$ cat config.mk
export PLATFORM = sky130hd
export DESIGN_NAME = semaforo_monitor
export DESIGN_NICKNAME = d
export VERILOG_FILES = /design/src/rtl/semaforo_monitor.sv
export SDC_FILE = /design/constraint.sdc
export NUM_CORES = 1
export LEC_CHECK = 0
export CORE_ASPECT_RATIO = 1.5
export CORE_MARGIN = 3
export CORE_UTILIZATION = 43
export CTS_CLUSTER_DIAMETER = 40
export DETAILED_ROUTE_END_ITERATION = 6
export GPL_ROUTABILITY_DRIVEN = 0
export HOLD_SLACK_MARGIN = 0.06
export PLACE_DENSITY = 0.8
export SLEW_MARGIN = 20
export SYNTH_ARGS = -nofsm -noshare
export SYNTH_HDL_FRONTEND = slang
export SYNTH_SLANG_ARGS = --single-unit
$ cat constraint.sdc
create_clock -name CLK -period 1.6 [get_ports CLK]
set_input_delay 0.32 -clock CLK [delete_from_list [all_inputs] [get_ports CLK]]
set_output_delay 0.32 -clock CLK [all_outputs]
set_load 0.01 [all_outputs]
$ cat src/rtl/semaforo_monitor.sv
// Passive safety checker for the two-way traffic-light controller outputs.
// Optional dwell-time (TIME) checking is compiled in when MON_TIMING_EN is defined.
module semaforo_monitor #(
   parameter int unsigned YELLOW_CYCLES = 3,
   parameter int unsigned MIN_GREEN     = 5,
   parameter int unsigned CNT_W         = 8
) (
   input  logic             CLK,
   input  logic             RST,
   input  logic             ENB,
   input  logic [1:0]       Semaforo_A,
   input  logic [1:0]       Semaforo_B,
   input  logic             A_Peatonal,
   input  logic             B_Peatonal,
   input  logic             clr_err,
   output logic             err,
   output logic [2:0]       err_code,
   output logic [4:0]       err_vec,
   output logic [CNT_W-1:0] cycles_A
);

   typedef enum logic [1:0] {
      RED     = 2'b00,
      GREEN   = 2'b01,
      YELLOW  = 2'b10,
      INVALID = 2'b11
   } light_t;

   // A dwell limit that does not fit the counter could never be satisfied.
   if (YELLOW_CYCLES >= (64'd1 << CNT_W) || MIN_GREEN >= (64'd1 << CNT_W)) begin : g_cfg_check
      $error("semaforo_monitor: dwell limits exceed CNT_W range");
   end

   light_t           prev_a, prev_b;
   logic             prev_valid;
   logic [CNT_W-1:0] dwell_a, dwell_b;

   light_t           cur_a, cur_b;
   logic             enc, conflict, seq, peat, time_bad;
   logic [4:0]       vec;
   logic [2:0]       code;
   logic [CNT_W-1:0] dwell_a_nxt, dwell_b_nxt;
   logic             yr_a;

   function automatic logic seq_bad(input light_t p, input light_t c);
      logic legal;
      legal = (c == p) || (p == GREEN && c == YELLOW) ||
              (p == YELLOW && c == RED) || (p == RED && c == GREEN);
      return (p != INVALID) && (c != INVALID) && !legal;
   endfunction

   function automatic logic [CNT_W-1:0] dwell_next(input light_t p, input light_t c,
                                                   input logic [CNT_W-1:0] d);
      if (c != p)
         return CNT_W'(1);
      else if (d == '1)
         return d;
      else
         return d + CNT_W'(1);
   endfunction

`ifdef MON_TIMING_EN
   localparam logic [CNT_W-1:0] YEL_D = CNT_W'(YELLOW_CYCLES);
   localparam logic [CNT_W-1:0] GRN_D = CNT_W'(MIN_GREEN);

   function automatic logic dwell_bad(input light_t p, input light_t c,
                                      input logic [CNT_W-1:0] d);
      return (c != p) && (((p == YELLOW) && (d != YEL_D)) ||
                          ((p == GREEN) && (d < GRN_D)));
   endfunction
`endif

   always_comb begin
      cur_a    = light_t'(Semaforo_A);
      cur_b    = light_t'(Semaforo_B);
      enc      = (cur_a == INVALID) || (cur_b == INVALID);
      conflict = (cur_a != RED) && (cur_b != RED);
      seq      = prev_valid && (seq_bad(prev_a, cur_a) || seq_bad(prev_b, cur_b));
      peat     = (A_Peatonal && (cur_a != RED)) || (B_Peatonal && (cur_b != RED));
`ifdef MON_TIMING_EN
      time_bad = prev_valid && (dwell_bad(prev_a, cur_a, dwell_a) ||
                                dwell_bad(prev_b, cur_b, dwell_b));
`else
      time_bad = 1'b0;
`endif
      vec = {time_bad, peat, seq, conflict, enc};

      code = 3'd0;
      if (enc)           code = 3'd1;
      else if (conflict) code = 3'd2;
      else if (seq)      code = 3'd3;
      else if (peat)     code = 3'd4;
      else if (time_bad) code = 3'd5;

      dwell_a_nxt = dwell_next(prev_a, cur_a, dwell_a);
      dwell_b_nxt = dwell_next(prev_b, cur_b, dwell_b);
      yr_a        = prev_valid && (prev_a == YELLOW) && (cur_a == RED) && !time_bad;
   end

   always_ff @(posedge CLK or negedge RST) begin
      if (!RST) begin
         prev_a     <= RED;
         prev_b     <= RED;
         prev_valid <= 1'b0;
         dwell_a    <= '0;
         dwell_b    <= '0;
         err        <= 1'b0;
         err_code   <= '0;
         err_vec    <= '0;
         cycles_A   <= '0;
      end else begin
         if (ENB) begin
            prev_a     <= cur_a;
            prev_b     <= cur_b;
            prev_valid <= 1'b1;
            dwell_a    <= dwell_a_nxt;
            dwell_b    <= dwell_b_nxt;
            err_vec    <= vec;
            if (yr_a)
               cycles_A <= cycles_A + CNT_W'(1);
         end
         // A new error beats a simultaneous clear and re-captures the code.
         if (ENB && (vec != '0)) begin
            err <= 1'b1;
            if (!err || clr_err)
               err_code <= code;
         end else if (clr_err) begin
            err      <= 1'b0;
            err_code <= '0;
         end
      end
   end

endmodule

# == Yosys cells after proc, flatten, opt, wreduce, memory -nomap -nowiden ==
# Cells that the tools add are included.
# totals
regBits,21
in_bits,10
out_inout_bits,17
elab_cells,74
# op_classes
add_sub_neg,1
n_eq_ne,17
mux,9
n_reduce_logical,40
# op_table
operator,n
3-bit two-way mux,7
1-bit logical AND,17
2-bit == test (second input constant),6
1-bit logical OR,10
8-bit by 1-bit adder with 8-bit output (second input constant),1
2-bit by 1-bit == test with 1-bit output (second input constant),4
2-bit zero test,4
2-bit != test (second input constant),4
2-bit nonzero test,3
5-bit nonzero test,1
2-bit == test,2
2-bit AND reduction,2
1-bit zero test,3
1-bit two-way mux,2
2-bit by 1-bit != test with 1-bit output (second input constant),1

# == Depth between registers and ports, before layout ==
# Gate-level depths: netlist of run 1.
# depth
word_depth,14
ltp_mapped,6
mapped_depth_nobuf,5

# == Worst setup path before layout of run 1 ==
# Ideal clock, no wire load.
# synth_path
path_kind,input-to-reg
from,in Semaforo_B[1]
to,reg err_code[2]
setup_ns,0.121
arrival_ns,1.471
t_required_ns,1.479
setup_slack_ns,0.008
cell_stages,6
path_buffers,1
path_cell_list,buf_2 and4bb_1 a211oi_2 o221a_2 a21o_1 a22o_1
# synth_via
elab_chain_len,14
elab_cells_between_ends,33
classes_between,eq/ne (6); mux (6); reduce/logical (21)
# synth_lines
element,line_no,rtl
"start, declared",12,"input logic [1:0] Semaforo_B,"
2-bit == test,47,legal = (c == p) || (p == GREEN && c == YELLOW) ||
1-bit logical AND,47,
1-bit logical OR (2 in series),47,
1-bit logical OR,48,(p == YELLOW && c == RED) || (p == RED && c == GREEN);
1-bit zero test,49,return (p != INVALID) && (c != INVALID) && !legal;
1-bit logical AND,49,
1-bit logical OR,78,"seq = prev_valid && (seq_bad(prev_a, cur_a) || seq_bad(prev_b, cur_b));"
1-bit logical AND,78,
3-bit two-way mux,91,else if (seq) code = 3'd3;
3-bit two-way mux,90,else if (conflict) code = 3'd2;
3-bit two-way mux,89,if (enc) code = 3'd1;
3-bit two-way mux,125,if (!err || clr_err)
3-bit two-way mux,123,if (ENB && (vec != '0)) begin
"end signal, assigned",126,err_code <= code;
"end, declared",17,"output logic [2:0] err_code,"
# Parallel ways exist; a longest one is shown, timed or not. The select of a mux whose other input is x is not followed.
# A chain may end at the register's enable or synchronous reset.

# == Worst setup path in the final report of run 1 ==
# layout_path
from,reg prev_a[1]
to,reg err_code[2]
# layout_via
elab_chain_len,14
elab_cells_between_ends,26
classes_between,eq/ne (5); mux (5); reduce/logical (16)
# layout_lines
element,line_no,rtl
"start, declared",34,"light_t prev_a, prev_b;"
"start signal, assigned",113,prev_a <= cur_a;
2-bit by 1-bit == test with 1-bit output,47,
1-bit logical AND,47,
1-bit logical OR (2 in series),47,
1-bit logical OR,48,
1-bit zero test,49,
1-bit logical AND *,49,
1-bit logical OR *,78,
1-bit logical AND *,78,
3-bit two-way mux,91,
3-bit two-way mux,90,
3-bit two-way mux,89,
3-bit two-way mux,125,
3-bit two-way mux,123,
# Every way passes the cells marked *; elsewhere a longest branch is shown, timed or not. The select of a mux whose other input is x is not followed.

==> results of run 1 <==
==> routing by layer <==
layer  part of all wire, %  vias up  routed length, um  track usage [%]
met4                   2.3        0                 59             9.69
li1                      -      435                  -                -
met3                   5.1        6                134             4.74
met1                    38      461               1010             22.2
met2                    54       24               1420             30.7
met5                     0        -                  0                0
==> report_power, final <==
part           leakage (nW)  internal [mW]  total [mW]  switching, mW
clock network        0.0177         0.0935       0.264          0.170
registers             0.259          0.598       0.642         0.0449
logic                 0.522          0.286       0.506          0.220
==> what timing repair did <==
item	4_1_cts	5_1_grt
gates resized for setup	6	10
pin swaps	4	8
hold endpoints to repair	0	0
buffers inserted	9	0
setup endpoints to repair	17	12
==> stage by stage <==
| step | cell area [um^2] | utilization (%) | std cells | setup TNS [ns] |
|---|---|---|---|---|
| 2_1_floorplan | 1100 | - | 96 | 0 |
| 3_3_place_gp | 1450 | 62.1 | 154 | -4.31 |
| 3_5_place_dp | 1450 | 62.1 | 154 | -5.15 |
| 4_1_cts | 1550 | 66.4 | 167 | -0.0319 |
| 5_1_grt | 1590 | 68.1 | 167 | -0.166 |
| 6_report | 1590 | 68.1 | 167 | -0.0502 |
==> flip-flops by register name, indices dropped and copies added (netlist names) <==
signal and flops:
cycles_A 8, err 1, err_code 3, err_vec 4, prev_a 2, prev_b 2
prev_valid 1
==> final cells by class <==
class	instances	area (um^2)
tap	23	28.8
clock buffer	3	22.5
multi-input combinational	67	551
sequential	21	527
inverter	2	7.51
clock inverter	1	5.00
fill	181	746
timing repair buffer	50	452
==> cell usage in the layout (no fill, tap or decap), drive strengths merged <==
cell	n
xnor2	3
and4bb	1
ha	1
dlygate4sd2	3
a21oi	2
inv	2
a21o	2
nand4	3
o22ai	1
o221a	1
clkbuf	3
conb	1
o21ai	3
a22oi	2
nand2b	2
o2bb2ai	1
o41ai	1
xor2	5
dfrtp	21
buf	25
nand2	9
a22o	1
nor3b	1
a21boi	1
clkinv	1
dlymetal6s2s	4
nor2	5
o21a	2
or2	1
nor4b	1
nor4	1
a211oi	2
o21bai	1
a31oi	1
mux2	7
and3b	1
clkdlybuf4s50	18
o22a	1
nor3	3
==> worst min path at each step <==
| stage | from | end | slack [ns] | cells after the start |
|---|---|---|---|---|
| after global placement | cycles_A[7] | cycles_A[7] | 0.46 | 1 |
| after CTS | RST | cycles_A[1] | 0.34 | 2 |
| after detailed placement | cycles_A[7] | cycles_A[7] | 0.47 | 1 |
| after global routing | Semaforo_B[0] | prev_b[0] | 0.36 | 2 |
| final | RST | cycles_A[1] | 0.33 | 2 |
| after floorplan | RST | cycles_A[0] | 0.02 | 0 |
==> logic make-up after synthesis <==
family                   synth area share (%)
AO/OA/AOI/OAI                            15.0
multiplexers                             7.19
XOR/XNOR                                 6.39
other                                   0.342
adder cells (fa/ha/maj)                  1.14
flip-flops                               47.9
buffers and inverters                    4.68
AND/OR/NAND/NOR                          17.4
==> critical path, delay by kind of cell (launching register included) <==
kind	cells	cell delay (ns)
AOI/OAI and AO/OA	4	0.77
DFF	1	0.46
and+or+nand+nor	1	0.31
==> impl_metrics.ini, run 1 <==
[worst_setup_path]
r2r-start = prev_a[1]
worst_ep_required_time_ns = 1.81
r2r-end = err_code[2]
startpoint_type = flip-flop
slowest_delay_ns = 0.46
crit_slowest_cell = dfrtp_2
rrSetupSlack_ns = -0.05
endpoint = err_code[2]
critical_path_class = reg -> reg
crit_fanout = 3
end_kind = flip-flop
ff2ff_path_depth = 5
cp_cell_sequence = nor4b_4 -> a211oi_2 -> o221a_2 -> a21o_1 -> a22o_1
crit_path_start = prev_a[1]
worst-endpoint-arrival_ns = 1.85

[yosys]
synth_cell_type_count = 40
ys_ff_latch = 21
yosysWarnings = 0
async_flop_share_pct = 100
synthCells = 96
yosysSeqAreaShare_pct = 47.9
syn_area_um2 = 1100
syn-num-nets = 107
ys_top_cells_by_area = dfrtp_1 (48%), mux2_2 (7.2%), xor2_1 (4.0%)
ys_top_cells_by_count = dfrtp_1 (21), nand2_1 (9), mux2_2 (7)
yosysTopAreaCellShare_pct = 47.9
yosysTopAreaCell = dfrtp_1
avgSynthCellArea_um2 = 11.4
synth_ff_type = dfrtp_1
synth_edf_count = 0
synth.most_common_cell = dfrtp_1

[timing]
clock_skew_ns = 0.00447
fin_crit_ns = 1.65
timing.fmax_mhz = 607
finalSetupViolations = 2
drv_slew = 0
hold_viol = 0
layout_setup_ws_ns = -0.0469
rsz0062_at_grt = true
min_period_over_period_pct = 103
worst_hold_slack_ns = 0.330

[global_route]
grt_pass1_wl_mm = 4.40
antenna_found_initial = 0
grt_use_total_pct = 18.9
grt_max_degree = 22
grt_overflow = 0
grt_pass1_vias = 1001

[job]
cap_violations = 0

[cts]
cts.sinks = 21
cts_buffers = 3
postCtsHoldBufs = 0
clk_latency_ns = 0.31
h-tree-depth = 1
cts_tree = built
root_buffer = clkbuf_4
clockBufferDepth = 2
clkTransAtPathRegs_ns = 0.12

[place]
dp_hpwl_mm = 1.86
place_ws_ns = -0.496
io_buffers = 25

[pwr]
cellPowerDensity_nw_per_um2 = 887
p_leak_nw = 0.799
power_mw = 1.41
ir_drop_mv = 0.863

[cells_and_area]
num_antenna_cells = 0
fin_nets = 156
layout-drive-gt1-share_pct = 33.3
area_growth_pct = 45.3

[routing]
wirelength_mm = 2.62
via_count = 926
antenna_left = 0
vias_per_cell = 5.54
wl_per_cell_um = 15.7
dr.pass1.iters = 6
drc = 0
drt_iter0_markers = 14

[floorplan]
fp.dieArea_um2 = 3200
io-pin-count = 27
die_h_um = 67.8
die_w_um = 47.2
row_count = 21
start_util_pct = 46.9
core_um2 = 2340

[run_status]
failed_checks = negative setup slack
status = finished, violations left

[hold_path]
hold_class = in -> async
No activity file was read; power rests on OpenSTA's default activity.
==> inputs of run 2 (changes only) <==
--- a/config.mk
+++ b/config.mk
@@ -7,12 +7,12 @@
 export LEC_CHECK = 0
 export CORE_ASPECT_RATIO = 1.5
 export CORE_MARGIN = 3
-export CORE_UTILIZATION = 43
+export CORE_UTILIZATION = 51
 export CTS_CLUSTER_DIAMETER = 40
 export DETAILED_ROUTE_END_ITERATION = 6
 export GPL_ROUTABILITY_DRIVEN = 0
 export HOLD_SLACK_MARGIN = 0.06
-export PLACE_DENSITY = 0.8
+export PLACE_DENSITY = 0.88
 export SLEW_MARGIN = 20
 export SYNTH_ARGS = -nofsm -noshare
 export SYNTH_HDL_FRONTEND = slang
==> constraint.sdc (replaced) <==
create_clock -name CLK -period 2 [get_ports CLK]
set_input_delay 0.4 -clock CLK [delete_from_list [all_inputs] [get_ports CLK]]
set_output_delay 0.4 -clock CLK [all_outputs]
set_load 0.01 [all_outputs]
==> run 2 against run 1 <==
Global-route usage rose by 0.14 points. Critical path depth rose by 1. Total power fell by 26%. Flip-flop and latch count unchanged. Largest cell class is now flip-flops and latches. Cell area down 9.7%. The run now ends clean. Die area decreased by 14%.
==> impl_metrics.ini, run 2 (synthesized netlist as in run 1, its figures left out) <==
[cts]
postCtsHoldBufs = 0
cts_setup_buffers = 0
h-tree-depth = 1
clockBufferDepth = 2
cts.sinks = 21
cts_buffers = 3
post_cts_resized = 0
clkTransAtPathRegs_ns = 0.11
root_buffer = clkbuf_4
clk_latency_ns = 0.30
cts_tree = built

[cells_and_area]
area_growth_pct = 31.2
fin_nets = 142
post-route-cell-area_um2 = 1440
top_register = cycles_A
mostFrequentLayoutCells = clkdlybuf4s50_1 (25), dfrtp_1 (21), buf_4 (11), nand2_1 (9), mux2_2 (7)
largest_reg_flops = 8
final_common_cell = clkdlybuf4s50_1
layout-drive-gt1-share_pct = 21.5
final_cells = 151
num_antenna_cells = 0
reg.largest.list = cycles_A: 8 flops, err_vec: 4 flops, err_code: 3 flops

[pwr]
p_leak_nw = 0.650
cellPowerDensity_nw_per_um2 = 727
ir_drop_mv = 0.624
power_mw = 1.05

[floorplan]
die_h_um = 62.8
io-pin-count = 27
row_count = 19
die_w_um = 43.9
core_um2 = 1930
fp.dieArea_um2 = 2750
start_util_pct = 56.9

[timing]
tns_ns = 0
timing.fmax_mhz = 543
fin_crit_ns = 1.84
drv_slew = 0
clock_skew_ns = 0.00297
finalSetupViolations = 0
min_period_over_period_pct = 92.1
hold_viol = 0
rsz0062_at_grt = false

[worst_setup_path]
startpoint_type = primary input
end_kind = flip-flop
cp.buffers_inverters = 1
slowest_delay_ns = 0.53
critPathTopFamily = compound AO/OA/AOI/OAI gates
r2r-start = prev_a[1]
crit_path_start = Semaforo_A[0]
worst-endpoint-arrival_ns = 2.04
crit_slowest_cell = clkdlybuf4s50_1
cp_cell_sequence = clkdlybuf4s50_1 -> nor4b_4 -> a211oi_2 -> o221a_2 -> a21o_1 -> a22o_1
worst_ep_required_time_ns = 2.20
crit_fanout = 5
critical_path_class = in -> reg

[routing]
drt_iter0_markers = 10
vias_per_cell = 5.66
antenna_left = 0
via_count = 854
drc = 0
dr.pass1.iters = 2
wl_per_cell_um = 15.4
wirelength_mm = 2.32

[global_route]
grt_max_degree = 22
grt_overflow = 0
grt_pass1_vias = 920
grt_pass1_wl_mm = 4.06
antenna_found_initial = 0
grt_use_total_pct = 19.0

[hold_path]
hold_class = in -> async

[place]
dpl.cell_count = 147
io_buffers = 25
dp_hpwl_mm = 1.77
place_area_um2 = 1410

[run_status]
status = complete, no violations

[job]
cap_violations = 0
==> run 2: changes by cell type in the layout (fill, tap and decap cells not counted), moves of 2 or more <==
cell / previous run / this run
clkdlybuf4s50_1: 18 / 25
dlymetal6s2s_1: 4 / 0
buf_6: 2 / 0
buf_4: 23 / 11
dlygate4sd2_1: 3 / 0
==> run 2: layer usage <==
metal	vias to the layer above	track usage, %	routed length (um)	share of wire (%)
met2	19	32.8	1240	54
met1	420	22.4	920	40
met5	-	0	0	0
met4	0	6.79	29	1.3
li1	411	-	-	-
met3	4	3.75	123	5.3
==> run 2: final cells by class <==
type	count	area, um^2
multi-input cells	67	519
flip-flops and latches	21	526
fillers	131	488
inverters	2	7.51
repair buffers	36	333
well taps	21	26.3
clock buffers	4	26.3
==> run 2: final timing paths <==
check	to	slack (ns)	depth (start not counted)
max in group asynchronous	prev_b[1]	1.37	2
setup reg to reg	err_code[2]	0.37	5
setup / recovery	err_code[2]	0.16	6
min in group CLK	cycles_A[7]	0.48	1
hold reg to reg	cycles_A[7]	0.48	1
hold / removal	prev_a[0]	0.42	2
==> run 2: worst reg2reg max path, stage by stage, from the launching register on <==
cell and delay, ns:
dfrtp_1 0.46, nor4b_4 0.28, a211oi_2 0.07, o221a_2 0.29, a21o_1 0.21, a22o_1 0.23
==> run 2: through the flow <==
| step | hold WS [ns] | utilization [%] | setup slack (ns) |
|---|---|---|---|
| floorplan | 0.104 | - | 0.328 |
| global placement | 0.458 | 73.3 | -0.119 |
| detailed placement | 0.461 | 73.3 | -0.162 |
| CTS | 0.425 | 74.7 | 0.166 |
| global route | 0.438 | 74.7 | 0.0687 |
| finish | 0.423 | 74.7 | 0.157 |
==> run 2: where the power goes <==
group | total, mW | switching, mW | internal [mW]
logic | 0.309 | 0.131 | 0.178
clock network | 0.201 | 0.124 | 0.0777
registers | 0.535 | 0.0577 | 0.478
==> inputs of run 3 (changes only) <==
==> constraint.sdc (replaced) <==
create_clock -name CLK -period 2 [get_ports CLK]
set_input_delay 0.5 -clock CLK [delete_from_list [all_inputs] [get_ports CLK]]
set_output_delay 0.5 -clock CLK [all_outputs]
set_load 0.01 [all_outputs]
==> run 3 against run 2 <==
Sequential share of layout area is 0.25 points lower. First-iteration DRC count grew to 3.1 times the previous value. Flip-flop and latch count stayed put. Register-to-register slack hardly changed. Non-clock buffer count up 1. Via count is 0.82% lower. Sequential power about the same. Critical path depth grew 1. Cell area increased by 0.70%. Global-route usage fell by 0.87 points. Combinational power hardly changed. Critical endpoint unchanged.
==> impl_metrics.ini, run 3 (synthesized netlist as in run 1, its figures left out) <==
[cts]
cts.sinks = 21
root_buffer = clkbuf_4
cts_setup_buffers = 0
cts_buffers = 3
clk_latency_ns = 0.29
clkTransAtPathRegs_ns = 0.11
postCtsHoldBufs = 0
cts_tree = built
h-tree-depth = 1
post_cts_resized = 0
clockBufferDepth = 2

[routing]
via_count = 847
wl_per_cell_um = 14.8
drc = 0
wirelength_mm = 2.24
dr.pass1.iters = 4
drt_iter0_markers = 31
antenna_left = 0
vias_per_cell = 5.57

[cells_and_area]
fin_nets = 143
seq_area_um2 = 526
largest_reg_flops = 8
layout-drive-gt1-share_pct = 22.1
post-route-cell-area_um2 = 1450
reg.largest.list = cycles_A: 8 flops, err_vec: 4 flops, err_code: 3 flops
area_growth_pct = 32.1
nFillCells = 142
final_common_cell = clkdlybuf4s50_1
num_antenna_cells = 0
top_register = cycles_A
multiInputGateArea_um2 = 519
mostFrequentLayoutCells = clkdlybuf4s50_1 (24), dfrtp_1 (21), buf_4 (12), nand2_1 (9), mux2_2 (7)

[place]
dp_hpwl_mm = 1.76
io_buffers = 25
place_area_um2 = 1420

[timing]
hold_viol = 0
timing.fmax_mhz = 528
drv_slew = 0
rsz0062_at_grt = false
min_period_over_period_pct = 94.6
fin_crit_ns = 1.89
finalSetupViolations = 0
clock_skew_ns = 0.00187

[worst_setup_path]
worst_ep_required_time_ns = 2.20
rrSetupSlack_ns = 0.38
worst-endpoint-arrival_ns = 2.09
critical_path_class = in -> reg
r2r-start = prev_a[1]
crit_path_start = Semaforo_A[1]
ff2ff_path_depth = 5
r2r-end = err_code[2]
end_kind = flip-flop
startpoint_type = primary input
crit_fanout = 5

[hold_path]
min_from = cycles_A[7]
hold_class = reg -> reg
min_path_cells = 1
hold_end = cycles_A[7]

[pwr]
ir_drop_mv = 0.648
power_mw = 1.04
cellPowerDensity_nw_per_um2 = 721
p_leak_nw = 0.664

[global_route]
antenna_found_initial = 0
grt_use_total_pct = 18.2
grt_overflow = 0
grt_pass1_wl_mm = 3.86
grt_pass1_vias = 908
grt_max_degree = 22

[floorplan]
die_h_um = 62.8
core_um2 = 1930
io-pin-count = 27
die_w_um = 43.9
fp.dieArea_um2 = 2750
row_count = 19
start_util_pct = 56.9

[job]
cap_violations = 0

[run_status]
status = complete, no violations
==> run 3: per-stage QoR <==
step           util (%)  worst slack, ns  TNS [ns]  hold slack (ns)  cells
3_5_place_dp       73.7           -0.252     -1.79            0.464    148
4_1_cts            75.0           0.0689         0            0.485    152
5_1_grt            75.2           0.0209         0            0.519    152
3_3_place_gp       73.7           -0.216     -1.40            0.458    148
2_1_floorplan         -            0.228         0            0.204     96
6_report           75.2            0.108         0            0.480    152
==> run 3: worst max-delay path by stage <==
stage	endpoint	slack [ns]	cells past startpoint
global route	err_code[0]	0.02	7
CTS	err_code[2]	0.07	6
finish	err_code[2]	0.11	7
global placement	err_code[2]	-0.22	6
detailed placement	err_code[2]	-0.25	6
floorplan	err_code[2]	0.23	6
==> run 3: area by class of cell <==
| type | count | area share, % |
|---|---|---|
| clock buffers | 4 | 1.82 |
| repair buffers | 37 | 23.7 |
| multi-input cells | 67 | 35.9 |
| well taps | 21 | 1.82 |
| inverters | 2 | 0.519 |
| flip-flops and latches | 21 | 36.3 |
==> run 3: report_power, final <==
group	switching (mW)	total (mW)	internal, mW
combinational	0.131	0.310	0.180
clock	0.120	0.198	0.0775
sequential	0.0584	0.536	0.478
total	0.309	1.04	0.735
==> run 3: per-layer routing <==
layer	up-vias	track usage [%]	part of all wire, %
li1	413	-	-
met3	4	2.59	4.5
met5	-	0	0
met4	0	7.55	1.3
met2	18	31.9	52
met1	412	20.9	42
==> run 3: critical path, stage by stage <==
cell and delay (ns):
clkdlybuf4s50_1 0.42, buf_4 0.17, nor4b_4 0.21, a211oi_2 0.07
o221a_2 0.28, a21o_1 0.21, a22o_1 0.23
